[config.mk]
export PLATFORM = sky130hd
export DESIGN_NAME = cs_seq
export DESIGN_NICKNAME = d
export VERILOG_FILES = /design/src/rtl/cs_seq.sv
export SDC_FILE = /design/constraint.sdc
export NUM_CORES = 1
export LEC_CHECK = 0
export ABC_CLOCK_PERIOD_IN_PS = 2100
export CAP_MARGIN = 10
export CORE_MARGIN = 5
export CORE_UTILIZATION = 45
export CTS_CLUSTER_SIZE = 16
export DETAILED_ROUTE_END_ITERATION = 8
export PLACE_DENSITY = 0.76
export SETUP_SLACK_MARGIN = 0.5
export SYNTH_ARGS = -nofsm -noshare
export SYNTH_HDL_FRONTEND = slang
export SYNTH_SLANG_ARGS = --single-unit
export TNS_END_PERCENT = 50
[constraint.sdc]
create_clock -name clk -period 2.1 [get_ports clk]
set_input_delay 0.42 -clock clk [delete_from_list [all_inputs] [get_ports clk]]
set_output_delay 0.42 -clock clk [all_outputs]
set_load 0.01 [all_outputs]
[src/rtl/cs_seq.sv]
// cs_seq: frame sequencer for a sliding averaging datapath.
// Each frame clears the datapath, primes it with 8 samples, and then streams
// one result per further sample with a 2-cycle sample-to-result latency.
// Results are held under downstream backpressure. A start pulse aborts any
// frame in progress.
module cs_seq (
    input  logic        clk,
    input  logic        reset,
    input  logic        start,
    input  logic [15:0] frame_len,
    input  logic        in_valid,
    output logic        in_ready,
    input  logic [7:0]  in_data,
    output logic        dp_clr,
    output logic        dp_shift,
    output logic [7:0]  dp_x,
    input  logic [9:0]  dp_y,
    output logic        out_valid,
    input  logic        out_ready,
    output logic [9:0]  out_data,
    output logic        busy,
    output logic        done
);

    typedef enum logic [2:0] {
        ST_IDLE  = 3'd0,
        ST_CLEAR = 3'd1,
        ST_FILL  = 3'd2,
        ST_RUN   = 3'd3,
        ST_DONE  = 3'd4
    } state_t;

    localparam logic [15:0] MIN_LEN   = 16'd9;
    localparam logic [15:0] FILL_LAST = 16'd7;

    // Frames shorter than the priming depth plus one result are stretched.
    function automatic logic [15:0] clamp_len(input logic [15:0] len);
        if (len < MIN_LEN) begin
            return MIN_LEN;
        end else begin
            return len;
        end
    endfunction

    state_t      state_r;
    state_t      next_state_s;
    logic [15:0] count_r;
    logic [15:0] length_r;
    logic        pending_r;
    logic        out_valid_r;
    logic [9:0]  out_data_r;
    logic        in_ready_s;
    logic        accept_s;
    logic        restart_s;
    logic        handoff_ok_s;
    logic        dp_clr_s;
    logic        busy_s;
    logic        done_s;

    // A start in CLEAR is ignored: CLEAR lasts exactly one cycle.
    assign restart_s    = start & (state_r != ST_CLEAR);
    // The output slot is free now, or it is freed at this clock edge.
    assign handoff_ok_s = ~out_valid_r | out_ready;
    assign accept_s     = in_valid & in_ready_s;

    assign in_ready  = in_ready_s;
    assign dp_shift  = accept_s;
    assign dp_x      = in_data;
    assign dp_clr    = dp_clr_s;
    assign busy      = busy_s;
    assign done      = done_s;
    assign out_valid = out_valid_r;
    assign out_data  = out_data_r;

    // State register with asynchronous reset to IDLE.
    always_ff @(posedge clk or negedge reset) begin
        if (!reset) begin
            state_r <= ST_IDLE;
        end else begin
            state_r <= next_state_s;
        end
    end

    // Next-state logic; start has priority over every other transition.
    always_comb begin
        next_state_s = state_r;
        case (state_r)
            ST_IDLE: begin
                if (start) begin
                    next_state_s = ST_CLEAR;
                end else begin
                    next_state_s = ST_IDLE;
                end
            end
            ST_CLEAR: begin
                next_state_s = ST_FILL;
            end
            ST_FILL: begin
                if (start) begin
                    next_state_s = ST_CLEAR;
                end else if (accept_s && (count_r == FILL_LAST)) begin
                    next_state_s = ST_RUN;
                end else begin
                    next_state_s = ST_FILL;
                end
            end
            ST_RUN: begin
                if (start) begin
                    next_state_s = ST_CLEAR;
                end else if ((count_r == length_r) && !pending_r && handoff_ok_s) begin
                    next_state_s = ST_DONE;
                end else begin
                    next_state_s = ST_RUN;
                end
            end
            ST_DONE: begin
                if (start) begin
                    next_state_s = ST_CLEAR;
                end else begin
                    next_state_s = ST_IDLE;
                end
            end
            default: begin
                next_state_s = ST_IDLE;
            end
        endcase
    end

    // Output decode: handshake readiness and datapath/status strobes.
    always_comb begin
        in_ready_s = 1'b0;
        dp_clr_s   = 1'b0;
        busy_s     = 1'b1;
        done_s     = 1'b0;
        case (state_r)
            ST_IDLE: begin
                busy_s = 1'b0;
            end
            ST_CLEAR: begin
                dp_clr_s = 1'b1;
            end
            ST_FILL: begin
                in_ready_s = ~start;
            end
            ST_RUN: begin
                in_ready_s = ~start & ~pending_r & handoff_ok_s & (count_r < length_r);
            end
            ST_DONE: begin
                done_s = 1'b1;
            end
            default: begin
                busy_s = 1'b0;
            end
        endcase
    end

    // Frame bookkeeping: length latch, sample count, result pipeline.
    always_ff @(posedge clk or negedge reset) begin
        if (!reset) begin
            length_r    <= MIN_LEN;
            count_r     <= 16'd0;
            pending_r   <= 1'b0;
            out_valid_r <= 1'b0;
            out_data_r  <= 10'd0;
        end else begin
            if (restart_s) begin
                length_r <= clamp_len(frame_len);
            end else begin
                length_r <= length_r;
            end
            if (restart_s || (state_r == ST_CLEAR)) begin
                count_r     <= 16'd0;
                pending_r   <= 1'b0;
                out_valid_r <= 1'b0;
            end else begin
                if (accept_s) begin
                    count_r <= count_r + 16'd1;
                end
                // dp_y reflects a RUN sample one cycle after its acceptance.
                pending_r <= accept_s & (state_r == ST_RUN);
                if (pending_r) begin
                    out_valid_r <= 1'b1;
                    out_data_r  <= dp_y;
                end else if (out_valid_r && out_ready) begin
                    out_valid_r <= 1'b0;
                end
            end
        end
    end

endmodule

==> results.json <==
{
  "run_status": "finished with violations",
  "violations": "setup timing",
  "wirelength_mm": 9.13,
  "synth_ff_type": "dfrtp_1",
  "p_clk_frac": 0.122,
  "drv_cap": 0,
  "ys_top_cells_by_area": "dfrtp_1, mux2_2, ha_1",
  "floorplan.initialDensity": 0.456,
  "r2r_slack_ns": -0.46,
  "p_sw_mw": 1.59,
  "power_density_nw_per_um2": 1030,
  "worst_slew_pin_slew_ns": 0.485,
  "worst_hold_path_type": "in -> async",
  "yosys.area.top_type": "dfrtp_1",
  "grt_max_degree": 20,
  "synth-async-reset-ratio": 1.00,
  "root_buffer": "clkbuf_8",
  "slew_headroom": 0.673,
  "cts_tree": "done",
  "layout_commonest_cell": "buf_4",
  "htree_levels": 2,
  "swShare": 0.354,
  "fp-row-count": 28,
  "seqCellArea_sq_um": 1180,
  "setup_tns_ns": -6.47,
  "viasPerCell": 5.80,
  "finalCriticalPeriod_ns": 2.63,
  "syn_area_sq_um": 2650,
  "drt_first_pass_iters": 6,
  "p_leak_nw": 2.01,
  "via_count": 2585,
  "maxSlewViolCount": 0,
  "syn_to_final_growth_pct": 64.1,
  "numCtsBuffers": 5,
  "total_power_mw": 4.48,
  "portBuffers": 46,
  "fillers": 357,
  "cts.clk_slew.worst_paths_ns": 0.10,
  "synth_top_area_share": 0.425,
  "cts_sinks": 47,
  "gp_congestion": 0.902,
  "crit_path_start": "length_r[14]$_DFFE_PN0P_",
  "start_kind": "flip-flop",
  "crit_type": "reg -> out",
  "arrival_ns": 2.21,
  "cp-end-kind": "primary output",
  "drt_iter0_markers": 211,
  "crit_path_max_fanout": 3,
  "die_width_microns": 86.7,
  "die_h_microns": 86.7,
  "synth.avg_cell_area_sq_um": 10.2,
  "layout-drive-gt1-share": 0.480,
  "clk_latency_ns": 0.31,
  "grt_overflow": 0,
  "antenna_left": 0,
  "dieArea_sq_um": 7520,
  "antennaDiodeCount": 0,
  "antenna_found_initial": 0,
  "ys_seq_elements": 47,
  "multi_input_area_sq_um": 1740,
  "ctsHoldBuffers": 0,
  "synth.distinct_cells": 41,
  "synthesis.instances": 260,
  "seqPwrFrac": 0.301,
  "fin_crit_sh": 1.25,
  "finClkSkew_ns": 0.0137,
  "fmax_ghz": 0.380,
  "hold_ws_ns": 0.0231,
  "rsz0062_at_grt": "true",
  "reg2reg_from": "length_r[14]$_DFFE_PN0P_",
  "synth_edf_count": 0,
  "ir_drop_mv": 0.780,
  "route.detailed.drc": 0,
  "hold_viol_final": 0,
  "p_int_mw": 2.89,
  "final_cell_mix": "buf_4, dfrtp_1, clkdlybuf4s50_1",
  "yosysSeqAreaShare": 0.445,
  "setup_violations": 19,
  "synth_warnings": 0,
  "grt_pass1_wl_mm": 12.5,
  "combPwrFrac": 0.577,
  "finalWorstSetupSlack_ns": -0.533,
  "clock_path_buffers": 2,
  "syn_nets": 316,
  "r2r_end": "count_r[13]$_DFFE_PN0P_",
  "io_pins": 63,
  "track_usage": 0.214,
  "ff2ff_path_depth": 10,
  "core_area_sq_um": 5820,
  "nets": 426,
  "crit_required_ns": 1.68,
  "dp_hpwl_mm": 4.63,
  "first_global_vias": 2559,
  "wl_per_cell_microns": 20.5
}
metrics by stage:
step	instances	setup slack, ns	instance area, sq um	util
6_report	446	-0.533	4350	0.748
5_1_grt	446	-0.637	4350	0.748
4_1_cts	430	-0.516	4000	0.687
3_5_place_dp	403	-0.590	3470	0.597
3_3_place_gp	403	-0.573	3470	0.597
2_1_floorplan	260	-0.0253	2720	-
worst max-delay path, stage by stage (launching register included):
cell and delay [ns]:
dfrtp_1 0.38, inv_1 0.11, ha_4 0.29, nand4_1 0.20, buf_4 0.22, a2bb2oi_4 0.15, a31oi_4 0.22, nand2b_4 0.18
inv_4 0.04, buf_6 0.11
power by group through the flow:
| stage | clock [mW] | sequential (mW) | combinational [mW] |
|---|---|---|---|
| after CTS | 0.551 | 1.33 | 2.14 |
| after global routing | 0.593 | 1.38 | 2.74 |
| after floorplan | 0 | 1.38 | 0.826 |
| after detailed placement | 0 | 1.34 | 1.58 |
| after global placement | 0 | 1.32 | 1.54 |
| final | 0.547 | 1.35 | 2.59 |
cells by family (layout without fill, tap and decap cells):
family,count (synthesis),in the layout,share of synthesized area
AND/OR/NAND/NOR,81,81,0.178
AO/OA/AOI/OAI,52,52,0.122
flip-flops,47,47,0.445
buffers and inverters,38,149,0.0699
multiplexers,24,24,0.101
adder cells (fa/ha/maj),17,17,0.0803
XOR/XNOR,1,1,0.00331
cells in the mapped netlist, drive strengths merged (4+ instances only):
master,count
dfrtp,45
a21oi,22
inv,22
mux2,22
ha,17
nand2,16
buf,13
o21ai,12
or3,8
and3,7
nand3,7
nor2,6
o31ai,6
nor3,5
nor4,5
or4,5
and4,4
nand2b,4
nand4,4
worst max-delay path by stage:
stage          endpoint  slack [ns]
6_report       dp_shift       -0.53
5_1_grt        dp_shift       -0.64
4_1_cts        dp_shift       -0.52
3_5_place_dp   dp_shift       -0.59
3_3_place_gp   dp_shift       -0.57
2_1_floorplan  dp_shift       -0.03
per-layer routing:
metal  global-route usage  share of wire  vias up  wire (microns)
met5                    0              0        -               0
met4                0.103          0.047        0             427
met3               0.0456          0.058       42             528
met2                0.362           0.50      118            4560
met1                0.259           0.40     1277            3620
li1                     -              -     1148               -
sequential cells by signal, summed over array words and instances (netlist names):
signal and cells:
out_data 10, out_valid 1, pending_r 1, length_r 16, state_r 3, count_r 16
layout make-up:
cell class	count	share of cell area
inverter	22	0.0196
tap	75	0.0216
clock buffer	7	0.0175
clock inverter	1	0.00115
multi-input combinational	175	0.400
timing repair buffer	119	0.268
sequential	47	0.272
repair_timing:
action,in CTS,in global routing
pin swaps,24,23
setup endpoints to repair,60,52
setup buffers,15,15
cloned,4,1
gates resized for setup,100,46
(Power assumes the default switching activity.)
